**config.mk**
```make
export PLATFORM = sky130hd
export DESIGN_NAME = muldiv_unit
export DESIGN_NICKNAME = d
export VERILOG_FILES = /design/src/rtl/muldiv_pkg.sv /design/src/rtl/muldiv_unit.sv
export SDC_FILE = /design/constraint.sdc
export NUM_CORES = 1
export LEC_CHECK = 0
export ABC_AREA = 1
export BUFFER_PORTS_ARGS = -buffer_cell sky130_fd_sc_hd__buf_2
export CAP_MARGIN = 20
export CORE_ASPECT_RATIO = 0.8
export CORE_UTILIZATION = 51
export CTS_CLUSTER_DIAMETER = 50
export DETAILED_ROUTE_END_ITERATION = 16
export HOLD_SLACK_MARGIN = 0.15
export PLACE_DENSITY = 0.69
export SLEW_MARGIN = 15
export SYNTH_ARGS = -nofsm -noshare
export SYNTH_HDL_FRONTEND = slang
export SYNTH_SLANG_ARGS = --single-unit
```
**constraint.sdc**
```tcl
create_clock -name clk -period 3.9 [get_ports clk]
set_clock_uncertainty 0.15 [all_clocks]
set_input_delay 0.78 -clock clk [delete_from_list [all_inputs] [get_ports clk]]
set_output_delay 0.78 -clock clk [all_outputs]
set_load 0.03 [all_outputs]
```
**src/rtl/muldiv_pkg.sv**
```systemverilog
// Shared RV32M decode constants and operand-class helpers for the iterative
// multiply/divide unit.
package muldiv_pkg;

  localparam int XLEN  = 32;
  localparam int CNT_W = $clog2(XLEN) + 1;

  localparam logic [6:0] F7_MULDIV = 7'b0000001;

  localparam logic [2:0] F3_MUL    = 3'b000;
  localparam logic [2:0] F3_MULH   = 3'b001;
  localparam logic [2:0] F3_MULHSU = 3'b010;
  localparam logic [2:0] F3_MULHU  = 3'b011;
  localparam logic [2:0] F3_DIV    = 3'b100;
  localparam logic [2:0] F3_DIVU   = 3'b101;
  localparam logic [2:0] F3_REM    = 3'b110;
  localparam logic [2:0] F3_REMU   = 3'b111;

  function automatic logic f3_is_div(input logic [2:0] f3);
    return f3[2];
  endfunction

  // rs1 is signed for every op except MULHU, DIVU, REMU
  function automatic logic f3_signed_a(input logic [2:0] f3);
    return !(f3 == F3_MULHU || f3 == F3_DIVU || f3 == F3_REMU);
  endfunction

  // rs2 is signed only for MUL, MULH, DIV, REM
  function automatic logic f3_signed_b(input logic [2:0] f3);
    return (f3 == F3_MUL || f3 == F3_MULH || f3 == F3_DIV || f3 == F3_REM);
  endfunction

endpackage

```
**src/rtl/muldiv_unit.sv**
```systemverilog
// Iterative RV32M multiply/divide: 32-step shift-add multiply or restoring
// divide on operand magnitudes, then a single sign-fix cycle.
//
// Handshake: start is sampled only when the unit is idle or in DONE (busy=0);
// a start while busy is ignored. done pulses for exactly one cycle and result
// is valid from then until the next accepted start. flush/rst abort at once.
module muldiv_unit
  import muldiv_pkg::*;
(
  input  logic            clk,
  input  logic            rst,
  input  logic            start,
  input  logic            flush,
  input  logic [2:0]      funct3,
  input  logic [XLEN-1:0] rs1,
  input  logic [XLEN-1:0] rs2,
  output logic            busy,
  output logic            done,
  output logic [XLEN-1:0] result,
  output logic [1:0]      dbg_state_o
);

  typedef enum logic [1:0] {
    S_IDLE = 2'd0,
    S_CALC = 2'd1,
    S_FIX  = 2'd2,
    S_DONE = 2'd3
  } state_e;

  function automatic logic [XLEN-1:0] abs_mag(input logic [XLEN-1:0] v, input logic is_signed);
    return (is_signed && v[XLEN-1]) ? -v : v;
  endfunction

  state_e              state_q, state_d;
  logic [2:0]          op_q, op_d;
  logic [XLEN-1:0]     mag_b_q, mag_b_d;
  logic [2*XLEN-1:0]   acc_q, acc_d;
  logic [XLEN:0]       rem_q, rem_d;
  logic                neg_res_q, neg_res_d;
  logic                neg_rem_q, neg_rem_d;
  logic                div0_q, div0_d;
  logic [CNT_W-1:0]    count_q, count_d;
  logic [XLEN-1:0]     result_q, result_d;

  logic                sgn_a, sgn_b;
  logic [XLEN:0]       mul_sum;
  logic [XLEN+1:0]     div_diff;
  logic                q_bit;
  logic [2*XLEN-1:0]   prod;
  logic [XLEN-1:0]     quot, remd, fix_result;

  assign sgn_a = f3_signed_a(funct3);
  assign sgn_b = f3_signed_b(funct3);

  // Multiply: acc = {partial product, remaining multiplier bits}
  assign mul_sum = {1'b0, acc_q[2*XLEN-1:XLEN]} + (acc_q[0] ? {1'b0, mag_b_q} : '0);

  // Divide: acc[XLEN-1:0] shifts dividend bits out and quotient bits in
  assign div_diff = {rem_q, acc_q[XLEN-1]} - {2'b00, mag_b_q};
  assign q_bit    = ~div_diff[XLEN+1];

  // A zero divisor leaves |rs1| in rem_q, so the sign fix restores rs1 exactly
  assign prod = neg_res_q ? -acc_q : acc_q;
  assign quot = div0_q ? '1 : (neg_res_q ? -acc_q[XLEN-1:0] : acc_q[XLEN-1:0]);
  assign remd = neg_rem_q ? -rem_q[XLEN-1:0] : rem_q[XLEN-1:0];

  always_comb begin
    fix_result = '0;
    case (op_q)
      F3_MUL:                      fix_result = prod[XLEN-1:0];
      F3_MULH, F3_MULHSU, F3_MULHU: fix_result = prod[2*XLEN-1:XLEN];
      F3_DIV, F3_DIVU:             fix_result = quot;
      default:                     fix_result = remd;
    endcase
  end

  always_comb begin
    state_d   = state_q;
    op_d      = op_q;
    mag_b_d   = mag_b_q;
    acc_d     = acc_q;
    rem_d     = rem_q;
    neg_res_d = neg_res_q;
    neg_rem_d = neg_rem_q;
    div0_d    = div0_q;
    count_d   = count_q;
    result_d  = result_q;

    case (state_q)
      S_IDLE, S_DONE: begin
        if (start) begin
          op_d      = funct3;
          acc_d     = {{XLEN{1'b0}}, abs_mag(rs1, sgn_a)};
          mag_b_d   = abs_mag(rs2, sgn_b);
          rem_d     = '0;
          neg_res_d = (sgn_a & rs1[XLEN-1]) ^ (sgn_b & rs2[XLEN-1]);
          neg_rem_d = sgn_a & rs1[XLEN-1];
          div0_d    = (rs2 == '0);
          count_d   = '0;
          state_d   = S_CALC;
        end else begin
          state_d = S_IDLE;
        end
      end
      S_CALC: begin
        count_d = count_q + CNT_W'(1);
        if (f3_is_div(op_q)) begin
          rem_d              = q_bit ? div_diff[XLEN:0] : {rem_q[XLEN-1:0], acc_q[XLEN-1]};
          acc_d[XLEN-1:0]    = {acc_q[XLEN-2:0], q_bit};
        end else begin
          acc_d = {mul_sum, acc_q[XLEN-1:1]};
        end
        if (count_q == CNT_W'(XLEN-1)) state_d = S_FIX;
      end
      S_FIX: begin
        result_d = fix_result;
        state_d  = S_DONE;
      end
      default: state_d = S_IDLE;
    endcase

    if (flush) begin
      state_d  = S_IDLE;
      result_d = result_q;
    end
  end

  always_ff @(posedge clk) begin
    if (rst) begin
      state_q   <= S_IDLE;
      op_q      <= '0;
      mag_b_q   <= '0;
      acc_q     <= '0;
      rem_q     <= '0;
      neg_res_q <= 1'b0;
      neg_rem_q <= 1'b0;
      div0_q    <= 1'b0;
      count_q   <= '0;
      result_q  <= '0;
    end else begin
      state_q   <= state_d;
      op_q      <= op_d;
      mag_b_q   <= mag_b_d;
      acc_q     <= acc_d;
      rem_q     <= rem_d;
      neg_res_q <= neg_res_d;
      neg_rem_q <= neg_rem_d;
      div0_q    <= div0_d;
      count_q   <= count_d;
      result_q  <= result_d;
    end
  end

  assign busy        = (state_q == S_CALC) || (state_q == S_FIX);
  assign done        = (state_q == S_DONE);
  assign result      = result_q;
  assign dbg_state_o = state_q;

endmodule

```
==> summary.log, run 1 <==
[finish] area used by multi-input combinational logic 11400 um^2
[die] core area 32500 um^2
[logic_synthesis] cell area after synthesis 16800 um^2
[worst_hold_path] Min-Delay Startpoint op_q[0]
[placement] post-place instance area 17700 um^2
[logic_synthesis] library cell with the largest summed area after synthesis sky130_fd_sc_hd__dfxtp_1
[die] die width 205 um
[setup_path] largest fanout on the critical path 32
[logic_synthesis] part of the Yosys area used for sequential elements 20.8%
[logic_synthesis] Post-synth ARST share 0%
[clock_network] number of gates resized after CTS 0
[route] antenna-violating nets left 0
[die] DIE AREA 33700 um^2
[grt] wire length of the first global-routing pass 104000 um
[route] Detailed Route WL 69200 um
[placement] DPL Wire Length 55400 um
[die] die height 164 um
[sta] final setup vio count 0
[route] routed vias 20.5k
[worst_hold_path] Hold Path Class register to register
[route] post-DR vias/cell 6.02
[die] count of pins on the block boundary 107
[setup_path] sort of element at the start of the critical path register
[finish] Area growth, synth to finish 9.22%
[worst_hold_path] hold path cells 2
[sta] total count of hold-check failures in the final report 0
[finish] fillers 3376
[grt] initial antenna violation count 3
[setup_path] Required @ worst endpoint 4.14 ns
[logic_synthesis] flip-flop cell with the highest count after synthesis sky130_fd_sc_hd__dfxtp_1
[sta] unrepaired setup endpoints after global routing no
[logic_synthesis] Warnings, synthesis 0
[logic_synthesis] most frequent cells after synthesis 682 x sky130_fd_sc_hd__nand2_1, 399 x sky130_fd_sc_hd__inv_1, 353 x sky130_fd_sc_hd__nor2_1, 268 x sky130_fd_sc_hd__a21oi_1, 245 x sky130_fd_sc_hd__nand3_1
[sta] crit share post-route 85.0%
[logic_synthesis] cell types with the largest area share after synthesis sky130_fd_sc_hd__dfxtp_1 21%, sky130_fd_sc_hd__nand2_1 15%, sky130_fd_sc_hd__inv_1 8.9%
[clock_network] Clk pin slew, worst setup/hold paths 0.08 ns
[setup_path] kind of capture point of the worst setup path register
[finish] register area 3500 um^2
[sta] fmax 302 MHz
[logic_synthesis] share of Yosys cell area claimed by the top area cell type 20.8%
[sta] hold slack final 0.347 ns
[finish] number of nets in the layout 3110
[logic_synthesis] Mapped Cells 2906
[logic_synthesis] most frequent cell after synthesis sky130_fd_sc_hd__nand2_1
[sta] pins over their slew limit 0
[setup_path] Reg2Reg Capture Point acc_q[63]
[die] initial cell density of the core 51.7%
[placement] Port Buf Inserts 106
[grt] vias in the first global route 17.7k
[power_and_ir_drop] Peak VDD IR 0.251 mV
[clock_network] clock latency of the later-clocked register in the worst-skew pair 0.47 ns
[setup_path] critical path type register to register
[power_and_ir_drop] static power due to leakage 9.17 nW
[setup_path] number of cells on the worst reg-to-reg path 15
[setup_path] worst flop-to-flop path startpoint acc_q[0]
[placement] Post-Place Setup Slack 0.693 ns
[setup_path] setup slack on the worst flop-to-flop path 0.58 ns
[logic_synthesis] post-synthesis sequential element count 175
[finish] Antenna diodes 0
[logic_synthesis] synthesized area per cell 5.78 um^2
[route] DR DRC count 0
[clock_network] post-CTS setup repair buffer count 0
[clock_network] maximum level of the CTS H-tree 4
[clock_network] total CTS buffers 17
[logic_synthesis] number of distinct library cell variants in the gate-level netlist after synthesis 48
[finish] fraction of final layout cells sized beyond drive strength 1 8.60%
[logic_synthesis] nets in the synthesized netlist 3051
[grt] remaining global-route overflow 0
[placement] routability cong. 1.07
[clock_network] clock tree from TritonCTS done
[grt] largest net degree at the start of global routing 71
[run] Maximum Capacitance Violations 0
[worst_hold_path] worst hold path endpoint op_q[0]
[sta] Setup TNS Final 0 ns
[logic_synthesis] number of enable-type register cells in the synthesized netlist 0
[setup_path] endpoint arrival time on the critical path 3.56 ns
[route] violation count after the first detailed-routing iteration 2599
[route] average detailed-routed wire length per instance 20.3 um
[sta] final worst setup slack 0.584 ns
[die] std cell rows 59
[clock_network] Max clock buf depth 2
[clock_network] Clock Sinks 175
[sta] Final min period 3.32 ns
[clock_network] cts hold-fix bufs 0
[sta] Rel. slew slack 42.1%
[route] number of detailed-route iterations in the first pass 8
[clock_network] root cell of the clock tree sky130_fd_sc_hd__clkbuf_16
[finish] cell area after layout 18400 um^2
[outcome] result of the run finished clean
[sta] slew at the pin closest to its max-slew limit 0.868 ns
[power_and_ir_drop] power per cell area 294 nW/um^2
[grt] GRT Overall Usage 40.7%
worst max-delay path by stage:
stage / cells after the start / end / slack, ns / from
final: 15 / acc_q[63] / 0.58 / acc_q[0]
after detailed placement: 12 / mag_b_q[24] / 0.69 / funct3[2]
after global routing: 15 / acc_q[53] / 0.37 / acc_q[0]
after global placement: 12 / mag_b_q[19] / 0.74 / funct3[2]
after floorplan: 13 / acc_q[59] / 1.42 / acc_q[0]
after CTS: 15 / acc_q[63] / 0.67 / acc_q[0]
layout make-up:
type / instances / share of cell area (%)
Clock inverter: 15 / 1.18
Timing Repair Buffer: 137 / 4.24
Sequential cell: 175 / 19.1
Inverter: 410 / 8.39
Multi-Input combinational cell: 2224 / 61.9
Tap cell: 427 / 2.91
Clock buffer: 17 / 2.32
per-layer routing:
metal	vias up	global-route usage (%)	routed length, um
met1	9480	59.8	30700
li1	9684	-	-
met3	125	11.0	9160
met2	1218	57.2	27400
met4	4	11.2	1900
met5	-	0	22
placed cells by master (no fill, tap or decap), types with 5 or more instances in the layout:
cell type	n
sky130_fd_sc_hd__nand2_2	21
sky130_fd_sc_hd__o211ai_1	18
sky130_fd_sc_hd__o21ai_0	205
sky130_fd_sc_hd__buf_4	31
sky130_fd_sc_hd__ha_1	72
sky130_fd_sc_hd__buf_2	105
sky130_fd_sc_hd__o221ai_1	7
sky130_fd_sc_hd__a22oi_1	8
sky130_fd_sc_hd__nor2_2	14
sky130_fd_sc_hd__or2_2	12
sky130_fd_sc_hd__nand3_2	7
sky130_fd_sc_hd__nand3b_1	16
sky130_fd_sc_hd__nand4_1	54
sky130_fd_sc_hd__a21oi_1	268
sky130_fd_sc_hd__o21bai_1	12
sky130_fd_sc_hd__o31ai_1	5
sky130_fd_sc_hd__nand2_1	682
sky130_fd_sc_hd__clkbuf_16	17
sky130_fd_sc_hd__nor3_1	42
sky130_fd_sc_hd__nand3_1	245
sky130_fd_sc_hd__a31oi_1	12
sky130_fd_sc_hd__o21ai_1	17
sky130_fd_sc_hd__inv_1	399
sky130_fd_sc_hd__xnor2_1	20
sky130_fd_sc_hd__dfxtp_1	174
sky130_fd_sc_hd__nor2_4	8
sky130_fd_sc_hd__inv_2	10
sky130_fd_sc_hd__xor2_1	48
sky130_fd_sc_hd__o21a_1	8
sky130_fd_sc_hd__a21boi_0	6
sky130_fd_sc_hd__nor2_1	350
sky130_fd_sc_hd__a221oi_1	33
metrics by stage:
step                util, %  instances  total power, mW
global route           56.5       3405             5.60
global placement       54.5       3373             3.41
detailed placement     54.5       3373             3.43
floorplan                 -       2906             2.92
finish                 56.5       3405             5.40
CTS                    56.5       3405             5.33
worst max-delay path, cell delays in order, from the launching register on:
cell and delay, ns:
sky130_fd_sc_hd__dfxtp_1 0.42, sky130_fd_sc_hd__buf_4 0.41, sky130_fd_sc_hd__nand2_1 0.09, sky130_fd_sc_hd__inv_1 0.07, sky130_fd_sc_hd__ha_1 0.16, sky130_fd_sc_hd__inv_1 0.09
sky130_fd_sc_hd__fa_1 0.45, sky130_fd_sc_hd__o21ai_1 0.36, sky130_fd_sc_hd__a21oi_1 0.15, sky130_fd_sc_hd__o21ai_0 0.32, sky130_fd_sc_hd__nand3_1 0.11, sky130_fd_sc_hd__nand2_1 0.14
sky130_fd_sc_hd__nand2_1 0.08, sky130_fd_sc_hd__nand2_1 0.06, sky130_fd_sc_hd__nand2_1 0.04, sky130_fd_sc_hd__a21oi_1 0.15
kinds of logic after synthesis:
| kind of cell | after synthesis | share of synthesized area [%] |
|---|---|---|
| XOR/XNOR | 68 | 3.54 |
| AND/OR/NAND/NOR | 1466 | 37.8 |
| flip-flops | 175 | 20.8 |
| AO/OA/AOI/OAI | 616 | 20.5 |
| adder cells (fa/ha/maj) | 74 | 5.60 |
| buffers and inverters | 507 | 11.7 |
flip-flops by register name, indices dropped and copies added (netlist names):
signal,count
acc_q,64
count_q,6
dbg_state_o,2
div0_q,1
mag_b_q,32
neg_rem_q,1
neg_res_q,1
op_q,3
rem_q,33
result,32
power by group:
| group | switching [mW] | internal [mW] |
|---|---|---|
| Sequential | 0.133 | 1.86 |
| Combinational | 1.04 | 0.421 |
| Clock | 0.943 | 0.994 |
No activity file was read; power rests on OpenSTA's default activity.
==> inputs of run 2 (changes only) <==
Settings changed: CORE_UTILIZATION 51 to 45, CTS_CLUSTER_SIZE from default to 24, PLACE_DENSITY 0.69 to default.
==> run 2 against run 1 <==
  * Die area rose by 13%
  * Routed wire length rose by 4.1%
  * Worst setup slack got worse by 0.083 ns
  * Worst hold slack improved by 0.0064 ns
  * Highest routed layer is now met4
==> summary.log, run 2 (synthesized netlist as in run 1, its figures left out) <==
[route] DR DRC count 0
[clock_network] number of gates resized after CTS 0
[die] initial cell density of the core 46.3%
[finish] Area growth, synth to finish 9.72%
[setup_path] critical path type register to register
[finish] most frequent standard cell in the layout excluding fill and tap cells sky130_fd_sc_hd__nand2_1
[clock_network] total CTS buffers 17
[setup_path] Required @ worst endpoint 4.15 ns
[sta] slew at the pin closest to its max-slew limit 1.12 ns
[finish] top library cells by usage in the layout, fill and taps aside 682 x sky130_fd_sc_hd__nand2_1, 399 x sky130_fd_sc_hd__inv_1, 350 x sky130_fd_sc_hd__nor2_1
[grt] remaining global-route overflow 0
[die] core area 36300 um^2
[grt] initial antenna violation count 0
[grt] GRT Overall Usage 37.5%
[finish] biggest regs acc_q x64, rem_q x33
[power_and_ir_drop] static power due to leakage 9.18 nW
[power_and_ir_drop] share of power burned in combinational logic 27.1%
[route] violation count after the first detailed-routing iteration 2760
[sta] unrepaired setup endpoints after global routing no
[power_and_ir_drop] internal power contribution 3.28 mW
[grt] largest net degree at the start of global routing 59
[clock_network] Max clock buf depth 2
[sta] total count of hold-check failures in the final report 0
[route] number of detailed-route iterations in the first pass 6
[clock_network] Clock Sinks 175
[sta] final worst setup slack 0.500 ns
[setup_path] endpoint arrival time on the critical path 3.65 ns
[route] average detailed-routed wire length per instance 20.8 um
[clock_network] Clk pin slew, worst setup/hold paths 0.07 ns
[sta] final setup vio count 0
[finish] number of nets in the layout 3112
[die] die height 175 um
[grt] vias in the first global route 17.9k
[die] DIE AREA 38100 um^2
[die] count of pins on the block boundary 107
[run] Maximum Capacitance Violations 0
[route] antenna-violating nets left 0
[route] routed vias 20.2k
[finish] top register by number of flip-flops acc_q
[clock_network] maximum level of the CTS H-tree 4
[grt] wire length of the first global-routing pass 108000 um
[route] Detailed Route WL 72000 um
[setup_path] sort of element at the start of the critical path register
[power_and_ir_drop] net switching share of the total power 39.1%
[power_and_ir_drop] Sequential Power Share 37.4%
[sta] fmax 294 MHz
[finish] post-layout util 50.8%
[finish] fraction of final layout cells sized beyond drive strength 1 8.66%
[die] die width 218 um
[placement] Port Buf Inserts 106
[placement] Post-Place Setup Slack 0.639 ns
[finish] fillers 3868
[power_and_ir_drop] power per cell area 292 nW/um^2
[clock_network] clock tree from TritonCTS done
[route] post-DR vias/cell 5.82
[setup_path] kind of capture point of the worst setup path register
[power_and_ir_drop] sw power 2.11 mW
[finish] number of flip-flops under the largest register name 64
[clock_network] post-CTS setup repair buffer count 0
[die] std cell rows 62
[setup_path] largest fanout on the critical path 15
[sta] Setup TNS Final 0 ns
[outcome] result of the run finished clean
[worst_hold_path] Hold Path Class register to register
[sta] Rel. slew slack 25.0%
[power_and_ir_drop] Peak VDD IR 0.267 mV
[clock_network] cts hold-fix bufs 0
[sta] Final min period 3.40 ns
[clock_network] clock latency of the later-clocked register in the worst-skew pair 0.48 ns
[sta] pins over their slew limit 0
[placement] routability cong. 1.05
[placement] DPL Wire Length 58400 um
[sta] crit share post-route 87.2%
[power_and_ir_drop] power share of the clock group 35.5%
[clock_network] root cell of the clock tree sky130_fd_sc_hd__clkbuf_16
[run 2: cell count changes in the layout (fill, tap and decap cells not counted)]
cell	change
sky130_fd_sc_hd__clkinvlp_4	+1
sky130_fd_sc_hd__nor2_2	-1
sky130_fd_sc_hd__inv_6	-2
sky130_fd_sc_hd__nor2_4	+1
sky130_fd_sc_hd__clkbuf_8	+1
sky130_fd_sc_hd__buf_4	+2
sky130_fd_sc_hd__diode_2	+1
sky130_fd_sc_hd__clkinv_4	+1
sky130_fd_sc_hd__inv_12	-1
[run 2: path summary, 6_finish.rpt]
| kind | start | endpoint | slack, ns | cells past startpoint |
|---|---|---|---|---|
| worst min register to register | acc_q[1] | acc_q[0] | 0.35 | 2 |
| worst max register to register | acc_q[0] | acc_q[61] | 0.50 | 14 |
| worst max-delay path | acc_q[0] | acc_q[61] | 0.50 | 14 |
| worst min-delay path | acc_q[1] | acc_q[0] | 0.35 | 2 |
[run 2: final cells by class]
type	instances	area, um^2	share of cell area, %
tap	480	601	3.26
timing repair buffer	139	793	4.30
inverter	410	1540	8.35
clock inverter	14	199	1.08
antenna	1	2.50	0.0136
multi-input combinational	2224	11400	61.6
sequential	175	3500	19.0
clock buffer	18	439	2.38
[run 2: power by group through the flow]
stage          logic [mW]  clock network (mW)  registers, mW
6_report             1.46                1.92           2.01
5_1_grt              1.59                2.00           2.01
4_1_cts              1.41                1.92           2.00
3_5_place_dp         1.41                   0           2.04
3_3_place_gp         1.40                   0           2.04
2_1_floorplan       0.946                   0           1.97
[run 2: through the flow]
| step | area (um^2) | cells | total power, mW | hold WS, ns |
|---|---|---|---|---|
| after floorplan | 16800 | 2906 | 2.92 | 0.306 |
| after global placement | 17800 | 3428 | 3.44 | 0.323 |
| after detailed placement | 17800 | 3428 | 3.45 | 0.335 |
| after CTS | 18400 | 3460 | 5.34 | 0.352 |
| after global routing | 18400 | 3460 | 5.61 | 0.378 |
| final | 18400 | 3461 | 5.39 | 0.354 |
[run 2: per-layer routing]
metal  track usage (%)  vias to the layer above  share of wire [%]
li1                  -                     9684                  -
met1              56.8                     9302                 47
met2              50.3                     1065                 38
met3              10.2                      105                 12
met4              10.8                        0                2.7
met5                 0                        -                  0
[run 2: critical path: stages, from the launching register on]
cell and delay [ns]:
sky130_fd_sc_hd__dfxtp_1 0.69, sky130_fd_sc_hd__nand2_1 0.11, sky130_fd_sc_hd__inv_1 0.08, sky130_fd_sc_hd__ha_1 0.17, sky130_fd_sc_hd__inv_1 0.08, sky130_fd_sc_hd__fa_1 0.44, sky130_fd_sc_hd__o21ai_1 0.38, sky130_fd_sc_hd__a21oi_1 0.17
sky130_fd_sc_hd__o21ai_2 0.28, sky130_fd_sc_hd__nand2_1 0.09, sky130_fd_sc_hd__nand2_1 0.20, sky130_fd_sc_hd__nand2_1 0.11, sky130_fd_sc_hd__nand3_1 0.10, sky130_fd_sc_hd__nand3_1 0.11, sky130_fd_sc_hd__a21oi_1 0.15
